`config.mk`:
```
export PLATFORM = sky130hd
export DESIGN_NAME = act_output_packer
export DESIGN_NICKNAME = d
export VERILOG_FILES = /design/src/rtl/act_output_packer.sv
export SDC_FILE = /design/constraint.sdc
export NUM_CORES = 1
export LEC_CHECK = 0
export BUFFER_PORTS_ARGS = -buffer_cell sky130_fd_sc_hd__buf_2
export CORE_AREA = 2 2 141 143
export DETAILED_ROUTE_END_ITERATION = 6
export DIE_AREA = 0 0 143 145
export PLACE_DENSITY = 0.7
export SYNTH_ARGS = -nofsm -noshare
export SYNTH_HDL_FRONTEND = slang
export SYNTH_SLANG_ARGS = --single-unit
```
`constraint.sdc`:
```
create_clock -name clk -period 11.7 [get_ports clk]
set_input_delay 2.34 -clock clk [delete_from_list [all_inputs] [get_ports clk]]
set_output_delay 2.34 -clock clk [all_outputs]
set_load 0.005 [all_outputs]
```
`src/rtl/act_output_packer.sv`:
```
`default_nettype none
`timescale 1ns/1ps
// ============================================================================
// Module   : act_output_packer
// Purpose  : Requantizes a 32-bit signed activation stream to int8 (rounding
//            arithmetic right shift plus saturation), packs four results per
//            32-bit word and writes the words to the output activation buffer
//            through a valid/ready write port. A start/done command sets the
//            element count, destination base address and shift of each tile.
// Ports    :
//   clk, reset        clock, asynchronous active-low reset
//   start             one-cycle command pulse (ignored unless idle)
//   base_addr/count/shift  tile command, latched on start
//   in_valid/in_data/in_ready  activation input stream
//   wr_en/wr_addr/wr_data/wr_ready  output buffer write port
//   busy              high while the tile is in progress
//   done              one-cycle pulse when the tile is complete
// Revision : 1.0 - initial release
// ============================================================================
module act_output_packer #(
  parameter int ADDR_W = 10
) (
  input  logic              clk,
  input  logic              reset,
  input  logic              start,
  input  logic [ADDR_W-1:0] base_addr,
  input  logic [15:0]       count,
  input  logic [4:0]        shift,
  input  logic              in_valid,
  input  logic [31:0]       in_data,
  output logic              in_ready,
  output logic              wr_en,
  output logic [ADDR_W-1:0] wr_addr,
  output logic [31:0]       wr_data,
  input  logic              wr_ready,
  output logic              busy,
  output logic              done
);

  typedef enum logic [1:0] {
    S_IDLE  = 2'd0,
    S_RUN   = 2'd1,
    S_DRAIN = 2'd2,
    S_DONE  = 2'd3
  } state_t;

  state_t r_state;
  state_t w_next;

  // Tile context
  logic [4:0]        r_shift;
  logic [15:0]       r_remaining;   // elements still to accept in this tile
  logic [31:0]       r_pack;        // partially filled output word
  logic [1:0]        r_lane;        // next lane to fill
  logic              r_wr_en;
  logic [ADDR_W-1:0] r_wr_addr;
  logic [31:0]       r_wr_data;

  // Handshake helpers
  logic w_in_ready;
  logic w_accept;
  logic w_last;
  logic w_issue;
  logic w_wr_fire;

  // Requant datapath; 33 bits so the rounding add can never wrap
  logic signed [32:0] w_ext;
  logic signed [32:0] w_rnd;
  logic signed [32:0] w_t;
  logic signed [32:0] w_sh;
  logic        [7:0]  w_q;
  logic        [31:0] w_word;

  // A new element may enter only when the write slot is free or frees now.
  assign w_in_ready = (r_state == S_RUN) && (!r_wr_en || wr_ready);
  assign w_accept   = in_valid && w_in_ready;
  assign w_last     = (r_remaining == 16'd1);
  assign w_issue    = w_accept && ((r_lane == 2'd3) || w_last);
  assign w_wr_fire  = r_wr_en && wr_ready;

  assign w_ext = {in_data[31], in_data};
  assign w_rnd = (r_shift == 5'd0) ? '0 : (33'sd1 <<< (r_shift - 5'd1));
  assign w_t   = w_ext + w_rnd;
  assign w_sh  = w_t >>> r_shift;

  always_comb begin
    if (w_sh > 33'sd127) begin
      w_q = 8'h7F;
    end else if (w_sh < -33'sd128) begin
      w_q = 8'h80;
    end else begin
      w_q = w_sh[7:0];
    end
  end

  // Lanes above r_lane are always zero in r_pack, so OR-in is sufficient and
  // a final partial word automatically carries zero in its unused lanes.
  assign w_word = r_pack | (32'(w_q) << {r_lane, 3'b000});

  // --------------------------------------------------------------------------
  // FSM
  // --------------------------------------------------------------------------
  always_ff @(posedge clk or negedge reset) begin
    if (!reset) begin
      r_state <= S_IDLE;
    end else begin
      r_state <= w_next;
    end
  end

  always_comb begin
    w_next = r_state;
    busy   = 1'b0;
    done   = 1'b0;
    unique case (r_state)
      S_IDLE: begin
        if (start) begin
          w_next = (count == 16'd0) ? S_DONE : S_RUN;
        end
      end
      S_RUN: begin
        busy = 1'b1;
        if (w_accept && w_last) begin
          w_next = S_DRAIN;
        end
      end
      S_DRAIN: begin
        busy = 1'b1;
        if (w_wr_fire) begin
          w_next = S_DONE;
        end
      end
      S_DONE: begin
        done   = 1'b1;
        w_next = S_IDLE;
      end
      default: w_next = S_IDLE;
    endcase
  end

  // --------------------------------------------------------------------------
  // Datapath
  // --------------------------------------------------------------------------
  always_ff @(posedge clk or negedge reset) begin
    if (!reset) begin
      r_shift     <= '0;
      r_remaining <= '0;
      r_pack      <= '0;
      r_lane      <= '0;
      r_wr_en     <= 1'b0;
      r_wr_addr   <= '0;
      r_wr_data   <= '0;
    end else begin
      if ((r_state == S_IDLE) && start) begin
        r_shift     <= shift;
        r_remaining <= count;
        r_wr_addr   <= base_addr;
        r_pack      <= '0;
        r_lane      <= '0;
      end

      if (w_wr_fire) begin
        r_wr_en   <= 1'b0;
        r_wr_addr <= r_wr_addr + ADDR_W'(1);
      end

      // An issuing word overrides the wr_en clear above, so a completing
      // write followed by a new word keeps wr_en high without a bubble.
      if (w_accept) begin
        r_remaining <= r_remaining - 16'd1;
        if (w_issue) begin
          r_wr_en   <= 1'b1;
          r_wr_data <= w_word;
          r_pack    <= '0;
          r_lane    <= '0;
        end else begin
          r_pack <= w_word;
          r_lane <= r_lane + 2'd1;
        end
      end
    end
  end

  assign in_ready = w_in_ready;
  assign wr_en    = r_wr_en;
  assign wr_addr  = r_wr_addr;
  assign wr_data  = r_wr_data;

endmodule
`default_nettype wire
```
==> flow_summary_export.csv <==
group,metric,value,unit
status,status,"finished clean",
worst_setup_path,critPathCaptureType,"register",
clocking,worstSkewPairLatency,0.36,ns
placed_design,post-place-ws,4.10,ns
floorplan,die_w,143,microns
final_layout,layout_commonest_cell,"nor2_1",
power_and_ir_drop,p_leak,0.00455,uW
timing,worst_pin_slew,1.03,ns
worst_setup_path,cp_slowest_cell,"nand2_1",
clocking,cts_sinks,100,
detailed_routing,route.detailed.drc,0,
timing,finalHoldViolCount,0,
worst_setup_path,reg2reg_slack,3.76,ns
final_layout,synthToLayoutAreaGrowth,10.2,%
final_layout,nets,1380,
synth,synth_compound_area_frac,0.315,
min_path,hold_depth,1,
global_routing,grt_first_pass_wirelength,47.9,mm
clocking,cts_tree,"yes",
detailed_routing,wl,29.7,mm
clocking,postCtsSetupRepairBufs,0,
floorplan,start_util,0.494,
placed_design,dp_hpwl,21.7,mm
synth,yosysWarningCount,0,
min_path,hp-class,"register to register",
clocking,cts_resized,0,
detailed_routing,met3WireLength,2.04,mm
final_layout,final_cell_mix,"186 x nor2_1, 147 x nand2_1, 112 x buf_2, 100 x dfrtp_1, 78 x a21oi_1",
detailed_routing,wl_met2,13.6,mm
synth,synthesis.nets,1316,
synth,synth_fa_ha_area_frac,0.0561,
final_layout,num_antenna_cells,0,
power_and_ir_drop,ir_worst_vdd,96.1,uV
timing,fin_ws,3.76,ns
worst_setup_path,path_delay_family,"compound AO/OA/AOI/OAI gates",
placed_design,port_buffers,113,
timing,post-route-period-util,0.679,
global_routing,grt-ovfl-total,0,
synth,yosysSeqAreaShare,0.264,
placed_design,place.gp.congestion,0.984,
detailed_routing,vias_per_cell,6.38,
worst_setup_path,cp_cell_sequence,"buf_4 -> clkinv_1 -> nand2_1 -> nor2_1 -> ha_1 -> nand4_2 -> nor4_2 -> o211ai_1 -> and2_4 -> a21boi_1 -> nor3_1 -> a211o_1 -> a32oi_1 -> nand4_1 -> a2111oi_2 -> a41o_1 -> a41oi_4 -> a31oi_2 -> o22ai_1",
synth,ys_types,103,
global_routing,grt_max_degree,77,
synth,synthCells,1206,
worst_setup_path,cp.depth,19,
worst_setup_path,timing.rr.end,"wr_data[27]",
floorplan,die_h,145,microns
clocking,clockBufferDepth,2,
timing,fin_worst_skew,0.0102,ns
worst_setup_path,crit_path_max_fanout,26,
floorplan,core_area,19200,sq um
worst_setup_path,crit_arrival,8.16,ns
global_routing,grt_pass1_vias,9119,
detailed_routing,dr.pass1.iters,7,
floorplan,row_count,51,
flow_run,cap_viol_max_count,0,
detailed_routing,routedWlPerCell,19.3,microns
timing,slew_headroom,0.313,
detailed_routing,drtIter0Drc,1045,
detailed_routing,wl_met1,13.1,mm
detailed_routing,route.antenna.remaining_nets,0,
worst_setup_path,crit_required,11.92,ns
worst_setup_path,regToRegStartpoint,"r_shift[0]",
synth,synth_top_family_by_area,"compound AO/OA/AOI/OAI gates",
timing,max_freq,0.126,GHz
placed_design,dp.cells,1524,
synth,synth-xor-area-share,0.0211,
final_layout,fillCellCount,1849,
timing,drv_slew,0,
detailed_routing,highest_layer,"met4",
worst_setup_path,path_buf_inv,2,
clocking,hold_buffers,0,
clocking,cts_buffers,9,
global_routing,antenna_found_initial,0,
synth,synth_mux_area_frac,0.0651,
synth,synth-async-reset-ratio,1.00,
min_path,hold_start,"r_remaining[13]",
synth,synth_ff_type,"dfrtp_1",
synth,synth-edff-count,0,
floorplan,io_pins,114,
clocking,htree_levels,3,
worst_setup_path,worst_r2r_path_depth,19,
synth,ys_seq_elements,100,
min_path,min_to,"r_remaining[13]",
clocking,root_buffer,"clkbuf_16",
worst_setup_path,start_kind,"register",
power_and_ir_drop,power_density,254,nW/um^2
final_layout,final_layout_size_suffix_gt1_frac,0.172,
final_layout,final_util,0.545,
global_routing,grt_usage,0.284,
timing,rsz0062_at_grt,"false",
worst_setup_path,critPathKind,"register to register",
timing,finalSetupViolations,0,
detailed_routing,vias,9827,
timing,setup_tns,0,ns
timing,min_period,7.94,ns
clocking,clkSlewWorstSetupHoldPaths,0.08,ns
worst_setup_path,max_stage_delay,1.03,ns
synth,avgSynthCellArea,7.87,sq um
final_layout,layoutNonFillerInstCount,1540,
floorplan,die-area,20700,sq um
synth,synth_area,9500,sq um
synth,synth_simple_gate_area_share,0.236,
synthesized netlist by cell type (15+ instances only):
library cell,number,area share
nor2_1,187,0.074
nand2_1,147,0.058
dfrtp_1,100,0.26
a21oi_1,79,0.042
o21ai_0,62,0.033
clkbuf_1,47,0.019
o22ai_1,44,0.029
ha_1,41,0.054
o21ai_1,35,0.018
nand3_1,31,0.016
inv_1,26,0.010
a211oi_1,19,0.015
mux2i_1,19,0.020
nand4_1,16,0.011
mux4_2,15,0.036
nor3_1,15,0.0079
o21a_1,15,0.012
report_power, final:
part | total, uW | internal (uW) | leakage (uW) | switching [uW]
Sequential | 627 | 491 | 0.00128 | 136
Combinational | 1730 | 646 | 0.00313 | 1090
Clock | 295 | 150 | 0.000144 | 146
Total | 2650 | 1290 | 0.00455 | 1370
logic make-up (layout without fill, tap and decap cells):
| logic type | Yosys count | count (layout) |
|---|---|---|
| buffers and inverters | 97 | 166 |
| other | 1 | 1 |
| AO/OA/AOI/OAI | 413 | 413 |
| XOR/XNOR | 22 | 22 |
| multiplexers | 42 | 42 |
| AND/OR/NAND/NOR | 489 | 489 |
| flip-flops | 100 | 100 |
| adder cells (fa/ha/maj) | 42 | 42 |
area by class of cell:
| cell class | instances | area, sq um | share of cell area |
|---|---|---|---|
| multi-input combinational | 1009 | 6590 | 0.630 |
| inverter | 28 | 105 | 0.0100 |
| clock buffer | 9 | 225 | 0.0215 |
| tap | 265 | 332 | 0.0317 |
| sequential | 100 | 2500 | 0.239 |
| timing repair buffer | 122 | 636 | 0.0608 |
| clock inverter | 7 | 68.8 | 0.00658 |
worst max path at each step:
| stage | slack, ns | endpoint | from |
|---|---|---|---|
| floorplan | 5.18 | wr_data[11] | in_data[0] |
| global placement | 4.11 | wr_data[19] | r_shift[0] |
| detailed placement | 4.10 | wr_data[11] | r_shift[0] |
| CTS | 4.03 | wr_data[27] | r_shift[0] |
| global route | 3.43 | wr_data[27] | r_shift[0] |
| finish | 3.76 | wr_data[27] | r_shift[0] |
worst register-to-register path, stage by stage, from the launching register on:
cell       delay [ns]
dfrtp_1          0.34
buf_4            0.32
clkinv_1         0.88
nand2_1          1.03
nor2_1           0.14
ha_1             0.55
nand4_2          0.25
nor4_2           0.42
o211ai_1         0.27
and2_4           0.26
a21boi_1         0.35
nor3_1           0.11
a211o_1          0.33
a32oi_1          0.61
nand4_1          0.26
a2111oi_2        0.43
a41o_1           0.25
a41oi_4          0.26
a31oi_2          0.56
o22ai_1          0.18
registers in the layout, indices dropped and copies added (netlist names):
signal       flops
r_shift          5
wr_addr         10
r_state          2
wr_en            1
r_pack          32
r_remaining     16
wr_data         32
r_lane           2
through the flow:
stage / hold WS, ns / power [uW] / instance area [sq um]
global placement: 0.456 / 2310 / 10200
finish: 0.472 / 2650 / 10500
global route: 0.496 / 2840 / 10500
detailed placement: 0.461 / 2320 / 10200
CTS: 0.478 / 2620 / 10500
floorplan: 0.444 / 1840 / 9500
metal layers:
| metal | up-vias | GRT usage |
|---|---|---|
| li1 | 4634 | - |
| met1 | 4697 | 0.398 |
| met2 | 426 | 0.442 |
| met3 | 70 | 0.0399 |
| met4 | 0 | 0.107 |
| met5 | - | 0 |
No activity file was read; power rests on OpenSTA's default activity.
